`config.mk`:
```
export PLATFORM = sky130hd
export DESIGN_NAME = alu_mul_ctrl
export DESIGN_NICKNAME = d
export VERILOG_FILES = /design/src/rtl/alu_mul_ctrl.sv
export SDC_FILE = /design/constraint.sdc
export NUM_CORES = 1
export LEC_CHECK = 0
export ABC_AREA = 1
export CORE_MARGIN = 3
export CORE_UTILIZATION = 36
export DETAILED_ROUTE_END_ITERATION = 6
export GPL_ROUTABILITY_DRIVEN = 0
export PLACE_DENSITY = 0.82
export SLEW_MARGIN = 20
export SYNTH_ARGS = -nofsm -noshare
export SYNTH_HDL_FRONTEND = slang
export SYNTH_SLANG_ARGS = --single-unit
```
`constraint.sdc`:
```
create_clock -name clk -period 1.3 [get_ports clk]
set_input_delay 0.26 -clock clk [delete_from_list [all_inputs] [get_ports clk]]
set_output_delay 0.26 -clock clk [all_outputs]
set_load 0.01 [all_outputs]
```
`src/rtl/alu_mul_ctrl.sv`:
```
// Shift-add multiplier sequencer: drives a shared combinational ALU (ADD) for
// DATA_WIDTH iterations to form an unsigned 2*DATA_WIDTH-bit product.
module alu_mul_ctrl #(
    parameter int DATA_WIDTH = 32
) (
    input  logic                  clk,
    input  logic                  rst,
    input  logic                  in_valid,
    output logic                  in_ready,
    input  logic [DATA_WIDTH-1:0] in_a,
    input  logic [DATA_WIDTH-1:0] in_b,
    output logic                  out_valid,
    input  logic                  out_ready,
    output logic [DATA_WIDTH-1:0] out_hi,
    output logic [DATA_WIDTH-1:0] out_lo,
    output logic [DATA_WIDTH-1:0] alu_A,
    output logic [DATA_WIDTH-1:0] alu_B,
    output logic [2:0]            alu_ALUop,
    input  logic [DATA_WIDTH-1:0] alu_Result,
    input  logic                  alu_CarryOut
);

    localparam int              CNT_W  = $clog2(DATA_WIDTH) + 1;
    localparam logic [CNT_W-1:0] LAST  = CNT_W'(DATA_WIDTH - 1);
    localparam logic [2:0]      OP_ADD = 3'b010;

    typedef enum logic [1:0] {
        IDLE = 2'd0,
        CALC = 2'd1,
        DONE = 2'd2
    } state_t;

    state_t                  state;
    state_t                  state_nxt;
    logic [DATA_WIDTH-1:0]   mcand;
    logic [DATA_WIDTH-1:0]   hi;
    logic [DATA_WIDTH-1:0]   lo;
    logic [CNT_W-1:0]        cnt;
    logic [2*DATA_WIDTH-1:0] step;

    // One shift-add iteration: the ALU carry re-enters at the top of hi, so the
    // {hi, lo} pair shifts right by one with no information lost.
    function automatic logic [2*DATA_WIDTH-1:0] shift_step(
        input logic                  c,
        input logic [DATA_WIDTH-1:0] sum,
        input logic [DATA_WIDTH-1:0] lo_cur
    );
        return {c, sum[DATA_WIDTH-1:1], sum[0], lo_cur[DATA_WIDTH-1:1]};
    endfunction

    assign step = shift_step(alu_CarryOut, alu_Result, lo);

    always_comb begin
        state_nxt = state;
        in_ready  = 1'b0;
        out_valid = 1'b0;
        alu_A     = '0;
        alu_B     = '0;
        alu_ALUop = OP_ADD;
        case (state)
            IDLE: begin
                in_ready = 1'b1;
                if (in_valid) begin
                    state_nxt = CALC;
                end
            end
            CALC: begin
                alu_A = hi;
                alu_B = lo[0] ? mcand : '0;
                if (cnt == LAST) begin
                    state_nxt = DONE;
                end
            end
            DONE: begin
                out_valid = 1'b1;
                if (out_ready) begin
                    state_nxt = IDLE;
                end
            end
            default: state_nxt = IDLE;
        endcase
    end

    always_ff @(posedge clk) begin
        if (rst) begin
            state <= IDLE;
            mcand <= '0;
            hi    <= '0;
            lo    <= '0;
            cnt   <= '0;
        end else begin
            state <= state_nxt;
            case (state)
                IDLE: begin
                    if (in_valid) begin
                        mcand <= in_a;
                        hi    <= '0;
                        lo    <= in_b;
                        cnt   <= '0;
                    end
                end
                CALC: begin
                    hi  <= step[2*DATA_WIDTH-1:DATA_WIDTH];
                    lo  <= step[DATA_WIDTH-1:0];
                    cnt <= cnt + 1'b1;
                end
                default: ;
            endcase
        end
    end

    assign out_hi = hi;
    assign out_lo = lo;

endmodule
```
==> reports/summary.log <==
[critical_path] biggest fanout along the worst timing path 23
[cells_and_area] fraction of final layout cells with drive strength greater than 1 0.2193
[timing] final number of max-transition violations 0
[drt] per-cell via count in the routed design 4.814
[pwr] Static Leakage 4.146 nW
[clock_network] clock latency at the later pin of the worst-skew pair 0.34 ns
[logic_synthesis] mean post-synth cell area 6.434 sq um
[flow_run] maxcap violations 0
[timing] Worst Slack Setup Final -0.2425 ns
[cells_and_area] # fillers 1091
[floorplan] die area 14360 sq um
[critical_path] critical path capture point type primary output
[critical_path] family of cells with the greatest summed delay on the critical path buffers and inverters
[timing] Worst Clk Skew 0.006612 ns
[floorplan] die span in x 119.8 um
[floorplan] core area 12310 sq um
[cells_and_area] leading cell types in the layout, fill and taps excluded 198 x sky130_fd_sc_hd__nand2_1, 147 x sky130_fd_sc_hd__nor2_1, 101 x sky130_fd_sc_hd__clkdlybuf4s50_1, 100 x sky130_fd_sc_hd__dfxtp_1
[cells_and_area] number of cells in the finished layout apart from fillers 1144
[timing] final hold vios 0
[run_status] status finished with violations
[clock_network] hold_buf cts 0
[critical_path] Worst Path Required 1.04 ns
[pwr] power per unit of standard cell area 1272 nW/um^2
[critical_path] Critical-path top delay cell sky130_fd_sc_hd__dfxtp_2
[global_route] via count of the first global-routing pass 4889
[clock_network] clock net sink count 104
[clock_network] CTS clk-pin slew, worst paths 0.07 ns
[global_route] wire length of the first global-routing pass 24.30 mm
[pwr] IR drop worst, VDD 0.6504 mV
[global_route] number of antenna violations at the first check in global routing 0
[placement] total of buffers placed on input and output ports 230
[timing] clock period minus worst slack 1.543 ns
[clock_network] H-Tree Depth 3
[global_route] maximum number of pins on one net before global-route repair 49
[drt] mean routed wirelength per cell 14.94 um
[min_path] worst hold path class flop to flop
[logic_synthesis] number of unique standard cell types used by synthesis 17
[critical_path] Data arrival, critical path 1.28 ns
[drt] number of nets still failing antenna checks after routing 0
[drt] Vias 5507
[clock_network] number of clock buffers inserted by TritonCTS 9
[global_route] global routing usage summed across all routing layers 0.2078
[floorplan] effective utilization at floorplan 0.3789
[timing] Setup TNS Final -24.02 ns
[floorplan] site row count 40
[floorplan] die span in y 119.8 um
[drt] DRC errors left 0
[drt] number of design-rule violations left by the first detailed-router iteration 474
[clock_network] cell at the root of the clock tree sky130_fd_sc_hd__clkbuf_16
[timing] final setup violation count 172
[logic_synthesis] cells after synthesis 725
[cells_and_area] most common cell after layout, fill and taps aside sky130_fd_sc_hd__nand2_1
[critical_path] peak per-stage delay on the critical path 0.33 ns
[cells_and_area] number of nets at the end of the flow 1073
[floorplan] I/O pin total 234
[clock_network] TritonCTS clock tree done
[placement] total instance count after detailed placement 1109
[logic_synthesis] Seq cells post-synth 104
[cells_and_area] Antenna Diode Count 0
[timing] period utilisation layout 1.187
[timing] RSZ-0062 raised after global routing true
[timing] maximum clock frequency 648.3 MHz
[logic_synthesis] portion of the post-synthesis area used by sequential elements 0.4464
[critical_path] CP cell instances inv_4 > nand2_8 > buf_12 > nor2_1 > buf_2
[critical_path] kind of launch point of the worst setup path flop
[clock_network] Longest Clk Path Bufs 2
[drt] Pre-Repair DR Iteration Count 5
[global_route] total global routing overflow 0
[placement] DPL Wire Length 10.86 mm
[drt] Routed WL 17.09 mm
[cells_and_area] synth-to-layout area growth 74.01%
[run_status] failing checks setup timing
[logic_synthesis] Yosys warning count 0
[critical_path] path type of the worst setup path flop to primary output
[logic_synthesis] cell area after synthesis 4664 sq um
[critical_path] buffering stage count on the worst path with inverters included 3
[worst register-to-register path: cells and delay by family, from the launching register on]
| kind | cells | cell delay (ns) |
|---|---|---|
| AND/OR/NAND/NOR | 5 | 0.52 |
| buffers and inverters | 4 | 0.52 |
| flip-flops | 1 | 0.37 |
[report_power, final]
group | internal (mW) | total (mW) | switching (mW) | leakage (nW)
sequential | 3.60 | 3.90 | 0.297 | 0.858
combinational | 1.81 | 3.66 | 1.85 | 3.14
clock | 1.60 | 2.76 | 1.16 | 0.143
total | 7.01 | 10.3 | 3.31 | 4.15
[cell families (layout without fill, tap and decap cells)]
family / count (synthesis) / after routing / synth area share
simple gates: 413 / 413 / 0.3401
compound gates: 110 / 110 / 0.1180
flops: 104 / 104 / 0.4464
buf+inv: 95 / 345 / 0.09120
other cells: 2 / 3 / 0.001610
fa+ha+maj: 1 / 1 / 0.002682
[layout make-up]
cell class | count | area, sq um | area share
clock buffer | 14 | 264.0 | 0.03253
clock inverter | 2 | 37.54 | 0.004625
inverter | 44 | 187.7 | 0.02312
multi-input combinational | 527 | 2400 | 0.2957
sequential | 104 | 2092 | 0.2577
tap | 168 | 210.2 | 0.02590
timing repair buffer | 284 | 2914 | 0.3590
timing repair inverter | 1 | 11.26 | 0.001387
[layer usage]
layer	up-vias	part of all wire	global-route usage
met5	-	0	0
met3	34	0.072	0.05325
li1	2705	-	-
met1	2538	0.41	0.2613
met2	230	0.50	0.3475
met4	0	0.018	0.06943
[sequential cells by signal, summed over array words and instances (netlist names)]
| register | cells |
|---|---|
| state | 2 |
| out_lo | 32 |
| cnt | 6 |
| out_hi | 32 |
| mcand | 32 |
[repair_timing]
item                       in CTS  in global routing
buffers inserted                3                  2
hold endpoints to repair        0                  0
pin swaps                       2                  7
resized for setup             277                185
setup endpoints to repair     206                233
cloned                          1                 14
[stage by stage]
stage | cell area (sq um) | hold slack [ns] | worst slack (ns) | power (mW) | util
final | 8117 | 0.4661 | -0.2425 | 10.32 | 0.6592
after floorplan | 4673 | 0.4080 | 0.02978 | 5.373 | -
after global routing | 8117 | 0.4645 | -0.3184 | 10.85 | 0.6592
after CTS | 7488 | 0.4539 | -0.3378 | 9.682 | 0.6082
after global placement | 7330 | 0.4511 | -0.2975 | 6.845 | 0.5953
after detailed placement | 7330 | 0.4504 | -0.3058 | 6.885 | 0.5953
[final timing paths]
| kind | start | end | slack (ns) | depth (start not counted) |
|---|---|---|---|---|
| setup reg to reg | state[0] | out_lo[8] | -0.21 | 9 |
| hold / removal | cnt[5] | cnt[5] | 0.47 | 2 |
| setup / recovery | state[1] | alu_A[19] | -0.24 | 5 |
| hold reg to reg | cnt[5] | cnt[5] | 0.47 | 2 |
[cell usage after synthesis]
library cell	number	share of area
sky130_fd_sc_hd__nand2_1	208	0.17
sky130_fd_sc_hd__nor2_1	196	0.16
sky130_fd_sc_hd__dfxtp_1	104	0.45
sky130_fd_sc_hd__o21ai_0	68	0.073
sky130_fd_sc_hd__a21oi_1	41	0.044
sky130_fd_sc_hd__inv_1	41	0.033
sky130_fd_sc_hd__buf_2	25	0.027
sky130_fd_sc_hd__clkbuf_1	19	0.015
sky130_fd_sc_hd__nand3_1	5	0.0054
sky130_fd_sc_hd__buf_4	4	0.0064
sky130_fd_sc_hd__buf_6	3	0.0072
sky130_fd_sc_hd__inv_2	3	0.0024
sky130_fd_sc_hd__nand2_4	3	0.0072
sky130_fd_sc_hd__conb_1	2	0.0016
sky130_fd_sc_hd__ha_1	1	0.0027
sky130_fd_sc_hd__nor2_4	1	0.0024
sky130_fd_sc_hd__o21ai_1	1	0.0011
Note: power is estimated with default switching activity, not from simulation.
